**src/rtl/fetch_ctrl_pkg.sv**
```systemverilog
// Shared fetch constants: memory geometry, instruction width, FSM encoding.
package fetch_ctrl_pkg;

  localparam int IMEM_ADDR_WIDTH = 12;
  localparam int IMEM_DATA_WIDTH = 128;
  localparam int RV32_INST_WIDTH = 32;

  typedef enum logic [1:0] {
    ST_IDLE = 2'd0,
    ST_RUN  = 2'd1,
    ST_HOLD = 2'd2
  } fetch_state_e;

  // The last word of a line has no partner slot, so only one instruction is taken.
  function automatic logic [31:0] next_fetch_pc(input logic [31:0] pc);
    return (pc[3:2] == 2'd3) ? pc + 32'd4 : pc + 32'd8;
  endfunction

endpackage

```
**src/rtl/fetch_ctrl_inst_sel_unit.sv**
```systemverilog
// Picks the instruction pair starting at the selected word of a 128-bit line.
// Purely combinational; unused slots are forced to zero.
module inst_sel_unit
  import fetch_ctrl_pkg::*;
(
  input  logic [IMEM_DATA_WIDTH-1:0] i_line,
  input  logic [1:0]                 i_sel,
  input  logic                       i_vld,
  output logic                       o_vld_1,
  output logic                       o_vld_2,
  output logic [RV32_INST_WIDTH-1:0] o_inst_1,
  output logic [RV32_INST_WIDTH-1:0] o_inst_2
);

  logic [1:0] w_sel_p1;
  logic       w_vld_2;

  assign w_sel_p1 = i_sel + 2'd1;
  assign w_vld_2  = i_vld && (i_sel != 2'd3);
  assign o_vld_1  = i_vld;
  assign o_vld_2  = w_vld_2;

  always_comb begin
    o_inst_1 = '0;
    o_inst_2 = '0;
    if (i_vld) begin
      o_inst_1 = i_line[int'(i_sel) * RV32_INST_WIDTH +: RV32_INST_WIDTH];
    end
    if (w_vld_2) begin
      o_inst_2 = i_line[int'(w_sel_p1) * RV32_INST_WIDTH +: RV32_INST_WIDTH];
    end
  end

endmodule

```
**src/rtl/fetch_ctrl.sv**
```systemverilog
// Dual-issue fetch: one imem line read per cycle, pair presented 1 cycle later; stall parks it in a hold buffer.
// Optional FETCH_PERF_CNT_EN adds accepted-instruction and stall-cycle counters.
module fetch_ctrl
  import fetch_ctrl_pkg::*;
#(
  parameter logic [31:0] RESET_PC = 32'h0000_0000
)
(
  input  logic                       i_clk,
  input  logic                       i_rst_n,
  input  logic                       i_stall,
  input  logic                       i_redirect_vld,
  input  logic [31:0]                i_redirect_pc,
  output logic                       o_imem_rd_en,
  output logic [IMEM_ADDR_WIDTH-1:0] o_imem_rd_addr,
  input  logic [IMEM_DATA_WIDTH-1:0] i_imem_rd_data,
  output logic                       o_inst_vld_1,
  output logic                       o_inst_vld_2,
  output logic [RV32_INST_WIDTH-1:0] o_inst_1,
  output logic [RV32_INST_WIDTH-1:0] o_inst_2,
  output logic [31:0]                o_inst_pc_1
`ifdef FETCH_PERF_CNT_EN
  ,
  output logic [31:0]                o_perf_inst_cnt,
  output logic [31:0]                o_perf_stall_cnt
`endif
);

  fetch_state_e               r_state, w_state_nxt;
  logic [31:0]                r_pc, w_pc_nxt;
  logic                       r_resp_vld, w_resp_vld_nxt;
  logic [31:0]                r_resp_pc, w_resp_pc_nxt;
  logic [IMEM_DATA_WIDTH-1:0] r_hold_line, w_hold_nxt;
  logic                       w_rd_en;
  logic                       w_out_vld;
  logic [31:0]                w_redir_pc;
  logic [IMEM_DATA_WIDTH-1:0] w_line;

  assign w_redir_pc = i_redirect_pc & ~32'h3;

  always_ff @(posedge i_clk or negedge i_rst_n) begin
    if (!i_rst_n) begin
      r_state     <= ST_IDLE;
      r_pc        <= RESET_PC;
      r_resp_vld  <= 1'b0;
      r_resp_pc   <= '0;
      r_hold_line <= '0;
    end else begin
      r_state     <= w_state_nxt;
      r_pc        <= w_pc_nxt;
      r_resp_vld  <= w_resp_vld_nxt;
      r_resp_pc   <= w_resp_pc_nxt;
      r_hold_line <= w_hold_nxt;
    end
  end

  always_comb begin
    w_state_nxt    = r_state;
    w_pc_nxt       = r_pc;
    w_resp_vld_nxt = r_resp_vld;
    w_resp_pc_nxt  = r_resp_pc;
    w_hold_nxt     = r_hold_line;
    w_rd_en        = 1'b0;
    w_out_vld      = 1'b0;
    if (i_redirect_vld) begin
      w_pc_nxt       = w_redir_pc;
      w_resp_vld_nxt = 1'b0;
      w_hold_nxt     = '0;
      w_state_nxt    = ST_RUN;
    end else begin
      unique case (r_state)
        ST_IDLE: w_state_nxt = ST_RUN;
        ST_RUN: begin
          w_out_vld = r_resp_vld;
          if (!i_stall) begin
            w_rd_en        = 1'b1;
            w_pc_nxt       = next_fetch_pc(r_pc);
            w_resp_vld_nxt = 1'b1;
            w_resp_pc_nxt  = r_pc;
          end else if (r_resp_vld) begin
            // Live line is only on the bus this cycle; park it for the stall.
            w_hold_nxt  = i_imem_rd_data;
            w_state_nxt = ST_HOLD;
          end
        end
        ST_HOLD: begin
          w_out_vld = r_resp_vld;
          if (!i_stall) begin
            w_rd_en        = 1'b1;
            w_pc_nxt       = next_fetch_pc(r_pc);
            w_resp_vld_nxt = 1'b1;
            w_resp_pc_nxt  = r_pc;
            w_state_nxt    = ST_RUN;
          end
        end
        default: w_state_nxt = ST_IDLE;
      endcase
    end
  end

  assign w_line         = (r_state == ST_HOLD) ? r_hold_line : i_imem_rd_data;
  assign o_imem_rd_en   = w_rd_en;
  assign o_imem_rd_addr = r_pc[IMEM_ADDR_WIDTH+3:4];
  assign o_inst_pc_1    = w_out_vld ? r_resp_pc : 32'h0;

  inst_sel_unit u_inst_sel (
    .i_line   (w_line),
    .i_sel    (r_resp_pc[3:2]),
    .i_vld    (w_out_vld),
    .o_vld_1  (o_inst_vld_1),
    .o_vld_2  (o_inst_vld_2),
    .o_inst_1 (o_inst_1),
    .o_inst_2 (o_inst_2)
  );

`ifdef FETCH_PERF_CNT_EN
  logic [1:0] w_acc_cnt;

  assign w_acc_cnt = {1'b0, o_inst_vld_1} + {1'b0, o_inst_vld_2};

  always_ff @(posedge i_clk or negedge i_rst_n) begin
    if (!i_rst_n) begin
      o_perf_inst_cnt  <= '0;
      o_perf_stall_cnt <= '0;
    end else if (!i_stall) begin
      o_perf_inst_cnt  <= o_perf_inst_cnt + {30'b0, w_acc_cnt};
    end else if (o_inst_vld_1) begin
      o_perf_stall_cnt <= o_perf_stall_cnt + 32'd1;
    end
  end
`endif

endmodule

```
**config.mk**
```make
export PLATFORM = sky130hd
export DESIGN_NAME = fetch_ctrl
export DESIGN_NICKNAME = d
export VERILOG_FILES = /design/src/rtl/fetch_ctrl_pkg.sv /design/src/rtl/fetch_ctrl_inst_sel_unit.sv /design/src/rtl/fetch_ctrl.sv
export SDC_FILE = /design/constraint.sdc
export NUM_CORES = 1
export LEC_CHECK = 0
export CAP_MARGIN = 20
export CORE_UTILIZATION = 29
export CTS_CLUSTER_SIZE = 8
export DETAILED_ROUTE_END_ITERATION = 16
export GPL_TIMING_DRIVEN = 1
export SYNTH_ARGS = -nofsm -noshare
export SYNTH_HDL_FRONTEND = slang
export SYNTH_HIERARCHICAL = 1
export SYNTH_SLANG_ARGS = --single-unit
export TNS_END_PERCENT = 100
```
**constraint.sdc**
```tcl
create_clock -name i_clk -period 4.2 [get_ports i_clk]
set_clock_uncertainty 0.1 [all_clocks]
set_input_delay 0.84 -clock i_clk [delete_from_list [all_inputs] [get_ports i_clk]]
set_output_delay 0.84 -clock i_clk [all_outputs]
set_load 0.02 [all_outputs]
```
==> reports/summary.txt, run 1 <==
Syn. warnings -> 6
Top FF cell, synth -> dfrtp_1
Reg clk slew, reported paths -> 70 ps
Total number of vias -> 10343
Max Cap Viol -> 0
Die width -> 205.9 um
Worst EP arrival -> 3110 ps
Final wirelength -> 38950 um
First-pass GRT wire length -> 60290 um
Mapped Avg Cell Area -> 9.407 um2
Vias in the first global route -> 10486
Core box area -> 40920 um2
Crit end category -> output port
Async SR Flop Fraction -> 1.000
Syn-to-layout area delta -> 32.18%
Most frequent cells in the layout -> 284 x nand2_1, 224 x clkdlybuf4s50_1, 190 x dfrtp_1
Status -> finished, final reports clean
Total die area -> 42410 um2
Routed Antenna Nets -> 0
Syn Std Cell Area -> 12060 um2
GRT overflow -> 0
Vias per std cell -> 5.098
Gr usage total -> 0.1831
Slew HR -> 0.2611
Fmax -> 246.9 MHz
Synth Register Bits -> 191
Root Buffer -> clkbuf_16
Final worst slack -> 150.4 ps
Final Hold Fails -> 0
Post-DP HPWL -> 25480 um
Sequential fraction of the synthesis area -> 0.3963
Post-synthesis cell count -> 1282
Slew @ Worst Pin -> 1108 ps
CP Launch Type -> register
Largest net degree at the start of global routing -> 99
Fin nets -> 1654
WL/cell -> 19.20 um
Unique masters post-synth -> 52
Clock tree buffer depth -> 2
Hold slack -> 387.7 ps
Residual DRC count -> 0
Rows -> 74
Critical path buffers and inverters -> 3
# port buffers -> 270
Slowest stage delay, CP -> 670 ps
Leakage -> 6.972 nW
Initial antenna violation count -> 7
Place WS -> 399.9 ps
Setup-failing EPs final -> 0
CTS tree -> yes
Top Family by Delay on Critical Path -> buffers and inverters
DR pass1 iterations -> 5
Fin crit period -> 4050 ps
Most common cell after layout, fill and taps aside -> nand2_1
Pwr per Cell Area -> 478.3 nW/um2
Share of layout cells above drive strength 1 -> 0.1779
Hold crit path type -> primary input to async pin
Worst path slowest cell -> clkdlybuf4s50_1
H-tree depth -> 4
DRT iter0 DRCs -> 568
DIE HEIGHT -> 205.9 um
Clock tree sinks -> 191
Total CTS buffers -> 17
Post-synth EDFFs -> 0
Worst-Skew Late Latency -> 460 ps
Filler cells -> 4071
Initial Util -> 0.2947
Routability Congestion -> 0.8240
Worst IR Drop VDD -> 0.3059 mV
Setup Crit Path Kind -> register to output port
Final Max Tran Viols -> 0
Critical Path RT -> 3260 ps
Final period util -> 0.9642
# IOs -> 275
Worst path cell trace -> inv_1, ha_1, and3_1, or2b_1, buf_4, o22ai_1, clkdlybuf4s50_1
Worst-path fanout max -> 32
-- cells by family (layout without fill, tap and decap cells) --
kind of cell,after synthesis,count (layout),share of synthesized area
compound gates,246,246,0.1316
xor+xnor,9,9,0.006536
fa+ha+maj,8,8,0.008300
buf+inv,127,339,0.04980
flops,191,191,0.3963
mux,287,287,0.2546
other cells,1,4,0.0003109
simple gates,413,413,0.1526
-- path summary, 6_finish.rpt --
check	from	end	slack [ps]	cells after the start
worst max-delay path	r_state[1]	o_inst_1[14]	150	7
worst min-delay path	i_rst_n	r_pc[10]	390	1
min in group i_clk	r_resp_pc[18]	r_resp_pc[18]	400	1
worst min register to register	r_resp_pc[18]	r_resp_pc[18]	400	1
max in group asynchronous	i_rst_n	r_hold_line[9]	2680	2
worst max register to register	r_state[1]	r_pc[28]	1560	7
-- sequential cells by signal (all words and copies together) (netlist names) --
name	flops
r_hold_line	128
r_pc	30
r_resp_pc	30
r_resp_vld	1
r_state	2
-- where the power goes --
group	switching, mW	internal (mW)
logic	1.92	1.68
registers	0.212	2.14
clock network	0.797	0.872
-- synth_stat cells (all sizes together) (10+ instances only) --
master | instances | share of area
mux2i | 129 | 0.11
nand4 | 11 | 0.0062
o22ai | 64 | 0.049
a31oi | 11 | 0.0057
and2 | 31 | 0.016
clkbuf | 76 | 0.024
nand3 | 11 | 0.0046
nand2 | 284 | 0.088
mux2 | 158 | 0.15
dfrtp | 191 | 0.40
o21ai | 21 | 0.0090
buf | 41 | 0.023
inv | 10 | 0.0031
a21oi | 130 | 0.054
nor2 | 24 | 0.0075
-- metrics by stage --
| step | utilization | cell area (um2) | setup TNS (ps) | cells | total power [mW] |
|---|---|---|---|---|---|
| 3_3_place_gp | 0.3722 | 15230 | 0 | 1994 | 5.957 |
| 3_5_place_dp | 0.3722 | 15230 | 0 | 1994 | 6.009 |
| 5_1_grt | 0.3895 | 15940 | -11.87 | 2029 | 8.053 |
| 6_report | 0.3895 | 15940 | 0 | 2029 | 7.625 |
| 4_1_cts | 0.3862 | 15800 | 0 | 2026 | 7.715 |
| 2_1_floorplan | - | 12060 | 0 | 1283 | 4.837 |
-- final cells by class --
type                            count  area (um2)  share of cell area
Tap cell                          532       665.6             0.04176
Sequential cell                   191        4783              0.3001
Inverter                           10       37.54            0.002355
Clock inverter                     11       103.9            0.006514
Antenna cell                        2       5.005           0.0003139
Multi-Input combinational cell    965        6729              0.4221
Clock buffer                       21       470.5             0.02951
Timing Repair Buffer              297        3147              0.1974
-- layer usage --
layer / share of wire / up-vias / GRT usage
li1: - / 4928 / -
met2: 0.47 / 266 / 0.2912
met5: 0.0018 / - / 0
met3: 0.060 / 37 / 0.04588
met4: 0.015 / 10 / 0.05961
met1: 0.46 / 5102 / 0.2419
-- what timing repair did --
item,CTS,global route
resized for setup,1,43
endpoints found under the hold margin,0,0
buffers inserted,0,1
endpoints found under the setup margin,1,44
hold buffers,0,0
No activity file was read; power rests on OpenSTA's default activity.
==> run 2: changes to the inputs <==
- MAX_ROUTING_LAYER: not set -> met4
==> reports/summary.txt, run 2 (same netlist as run 1, synthesis figures left out) <==
Status -> finished, final reports clean
Slew HR -> 0.2846
Setup Crit Path Kind -> register to output port
Max Cap Viol -> 0
Largest net degree at the start of global routing -> 99
Biggest regs -> r_hold_line x128, r_pc x30, r_resp_pc x30
H-tree depth -> 4
Total number of vias -> 10376
Cts hold-fix bufs -> 0
Share of layout cells above drive strength 1 -> 0.1779
Top Family by Delay on Critical Path -> buffers and inverters
Met3 WL post-DR -> 2461 um
Worst IR Drop VDD -> 0.3066 mV
GRT overflow -> 0
DIE HEIGHT -> 205.9 um
Initial antenna violation count -> 7
Post-DP HPWL -> 25480 um
Final wirelength -> 38980 um
Critical path depth -> 7
Core box area -> 40920 um2
Root Buffer -> clkbuf_16
Fin nets -> 1654
CP Launch Type -> register
Routed Antenna Nets -> 0
First-pass GRT wire length -> 60230 um
Worst path cell trace -> inv_1, ha_1, and3_1, or2b_1, buf_4, o22ai_1, clkdlybuf4s50_1
TNS Setup -> 0 ps
Reg clk slew, reported paths -> 70 ps
DRT iter0 DRCs -> 598
DRT met1 WL -> 17740 um
Clock tree buffer depth -> 2
Total CTS buffers -> 17
Worst-path fanout max -> 32
Slowest stage delay, CP -> 660 ps
Worst-Skew Late Latency -> 460 ps
Leakage -> 6.972 nW
# port buffers -> 270
Vias per std cell -> 5.101
Highest metal used -> met4
R2r worst-path depth -> 7
Final Max Tran Viols -> 0
Crit end category -> output port
Slew @ Worst Pin -> 1073 ps
Rows -> 74
DR pass1 iterations -> 5
Vias in the first global route -> 10492
Syn-to-layout area delta -> 32.29%
Residual DRC count -> 0
Fmax -> 246.8 MHz
Met2 WL -> 18280 um
Pwr per Cell Area -> 478.4 nW/um2
Final period util -> 0.9646
Most common cell after layout, fill and taps aside -> nand2_1
Worst path slowest cell -> clkdlybuf4s50_1
Gr usage total -> 0.1887
Finished Core Util -> 0.3898
Total die area -> 42410 um2
CTS tree -> yes
Initial Util -> 0.2947
WL/cell -> 19.17 um
Die width -> 205.9 um
Critical path buffers and inverters -> 3
Clock tree sinks -> 191
Worst EP arrival -> 3110 ps
Routability Congestion -> 0.8364
Max FFs per register -> 128
Critical Path RT -> 3260 ps
Final Hold Fails -> 0
Fin crit period -> 4051 ps
Most frequent cells in the layout -> 284 x nand2_1, 224 x clkdlybuf4s50_1, 190 x dfrtp_1
Hold crit path type -> primary input to async pin
Setup-failing EPs final -> 0
# IOs -> 275
Largest Register -> r_hold_line
-- run 2: metrics by stage --
stage | total power, mW | setup WS, ps | std cells | area [um2] | hold slack, ps
floorplan | 4.837 | 841.9 | 1283 | 12060 | 372.1
global placement | 5.957 | 440.5 | 1994 | 15230 | 381.4
detailed placement | 6.009 | 399.9 | 1994 | 15230 | 387.7
CTS | 7.715 | 5.419 | 2026 | 15800 | 401.3
global route | 8.054 | -12.13 | 2034 | 15950 | 414.8
finish | 7.632 | 148.6 | 2034 | 15950 | 388.9
-- run 2: layout make-up --
class / count / area [um2]
fill: 4071 / 24970
multi-input combinational: 965 / 6729
sequential: 191 / 4783
timing repair buffer: 297 / 3147
tap: 532 / 665.6
clock buffer: 21 / 470.5
clock inverter: 11 / 103.9
inverter: 10 / 37.54
antenna: 7 / 17.52
-- run 2: what timing repair did --
action | 4_1_cts | 5_1_grt
endpoints found under the hold margin | 0 | 0
endpoints found under the setup margin | 1 | 44
setup buffers | 0 | 1
resized for setup | 1 | 43
cloned | 0 | 0
-- run 2: where the power goes --
group          switching, mW  leakage [nW]  internal [mW]  total [mW]
registers              0.213          2.52           2.14        2.35
clock network          0.798         0.281          0.872        1.67
logic                   1.93          4.18           1.68        3.61
total                   2.94          6.97           4.69        7.63
-- run 2: worst paths after layout --
check,end,slack [ps],start
max,o_inst_1[20],150,r_state[0]
min,r_pc[10],390,i_rst_n
max reg2reg,r_pc[28],1570,r_state[0]
min reg2reg,r_resp_pc[18],400,r_resp_pc[18]
max in group asynchronous,r_hold_line[9],2680,i_rst_n
min in group i_clk,r_resp_pc[18],400,r_resp_pc[18]
-- run 2: metal layers --
metal  vias up  GRT usage
li1       4943          -
met1      5101     0.2434
met2       306     0.2903
met3        26    0.04525
met4         0    0.05961
met5         -          -
==> run 3: changes to the inputs <==
- RECOVER_POWER: not set -> 100
==> reports/summary.txt, run 3 (same netlist as run 1, synthesis figures left out) <==
Status -> finished with violations
Violations in the final reports -> max-capacitance violations, max-slew violations
Largest net degree at the start of global routing -> 99
Worst path slowest cell -> clkdlybuf4s50_1
Final wirelength -> 39120 um
Critical Path RT -> 3260 ps
DRT iter0 DRCs -> 593
Share of layout cells above drive strength 1 -> 0.1726
Worst-Skew Late Latency -> 460 ps
Multi-input logic area -> 6714 um2
# IOs -> 275
GRT overflow -> 0
CP Launch Type -> register
Hold crit path type -> register to register
Filler cells -> 4142
Routed Antenna Nets -> 0
Final period util -> 0.9637
Pwr per Cell Area -> 485.7 nW/um2
Residual DRC count -> 0
Register Area -> 4783 um2
Highest metal used -> met4
Worst path cell trace -> inv_1, ha_1, and3_1, or2b_1, buf_4, o22ai_1, clkdlybuf4s50_1
Initial Util -> 0.2947
DRT met1 WL -> 17820 um
Critical path buffers and inverters -> 3
Biggest regs -> r_hold_line x128, r_pc x30, r_resp_pc x30
Most common cell after layout, fill and taps aside -> nand2_1
Fin nets -> 1654
Initial antenna violation count -> 8
Vias in the first global route -> 10492
WL/cell -> 19.22 um
Reg clk slew, reported paths -> 70 ps
Core box area -> 40920 um2
Slowest stage delay, CP -> 680 ps
CTS tree -> yes
Finished Core Util -> 0.3790
Total die area -> 42410 um2
Die width -> 205.9 um
Max FFs per register -> 128
Worst-path fanout max -> 32
Clock tree buffer depth -> 2
Gr usage total -> 0.1887
Crit end category -> output port
Total number of vias -> 10415
Final Max Tran Viols -> 270
Setup Crit Path Kind -> register to output port
Pwr Total -> 7.534 mW
Worst EP arrival -> 3110 ps
Max Cap Viol -> 4
Setup-failing EPs final -> 0
Met2 WL -> 18310 um
Syn-to-layout area delta -> 28.61%
DIE HEIGHT -> 205.9 um
DR pass1 iterations -> 7
Routability Congestion -> 0.8364
Cts hold-fix bufs -> 0
Final Hold Fails -> 0
Vias per std cell -> 5.118
Slew HR -> -0.6676
TNS Setup -> 0 ps
Root Buffer -> clkbuf_16
H-tree depth -> 4
Largest Register -> r_hold_line
Fin crit period -> 4047 ps
Top Family by Delay on Critical Path -> buffers and inverters
Post-DP HPWL -> 25480 um
Met3 WL post-DR -> 2468 um
Worst IR Drop VDD -> 0.3047 mV
Slew @ Worst Pin -> 2501 ps
First-pass GRT wire length -> 60230 um
Fmax -> 247.1 MHz
# port buffers -> 270
Rows -> 74
Leakage -> 6.179 nW
Total CTS buffers -> 17
Clock tree sinks -> 191
Most frequent cells in the layout -> 284 x nand2_1, 190 x dfrtp_1, 179 x clkdlybuf4s50_1
[run 3: changes by cell type in the layout (fill, tap and decap cells not counted), moves of 4 or more]
cell / change
dlygate4sd3_1: +45
buf_4: -7
clkbuf_2: +4
clkbuf_1: +47
dlymetal6s2s_1: -43
clkdlybuf4s50_1: -45
[run 3: cell type report]
class | instances | share of cell area
Inverter | 10 | 0.002420
Antenna cell | 8 | 0.001291
Tap cell | 532 | 0.04291
Multi-Input combinational cell | 965 | 0.4328
Clock buffer | 21 | 0.03033
Sequential cell | 191 | 0.3084
Clock inverter | 11 | 0.006695
Timing Repair Buffer | 297 | 0.1751
[run 3: final timing paths]
check                                        end  slack (ps)  cells past startpoint          start
worst max-delay path                 o_inst_1[2]         150                      7     r_state[0]
worst min-delay path               r_resp_pc[18]         400                      1  r_resp_pc[18]
worst max register to register  r_hold_line[120]         660                      6     r_state[1]
worst min register to register     r_resp_pc[18]         400                      1  r_resp_pc[18]
max in group asynchronous       r_hold_line[127]         900                      2        i_rst_n
min in group asynchronous          r_resp_pc[10]        1040                      1        i_rst_n
[run 3: what timing repair did]
action	CTS	global route
setup endpoints to repair	1	44
resized for setup	1	43
endpoints found under the hold margin	0	0
buffers inserted	0	1
[run 3: power by group]
| group | switching [mW] | internal, mW |
|---|---|---|
| clock network | 0.799 | 0.872 |
| logic | 1.93 | 1.58 |
| registers | 0.213 | 2.14 |
[run 3: stage by stage]
step / hold slack, ps / instance area (um2) / instances / setup slack, ps
2_1_floorplan: 372.1 / 12060 / 1283 / 841.9
3_3_place_gp: 381.4 / 15230 / 1994 / 440.5
3_5_place_dp: 387.7 / 15230 / 1994 / 399.9
4_1_cts: 401.3 / 15800 / 2026 / 5.419
5_1_grt: 414.9 / 15510 / 2035 / -12.12
6_report: 399.5 / 15510 / 2035 / 152.6
[run 3: routing by layer]
metal | GRT usage | up-vias
met5 | - | -
li1 | - | 4942
met2 | 0.2903 | 302
met1 | 0.2434 | 5141
met3 | 0.04525 | 30
met4 | 0.05961 | 0
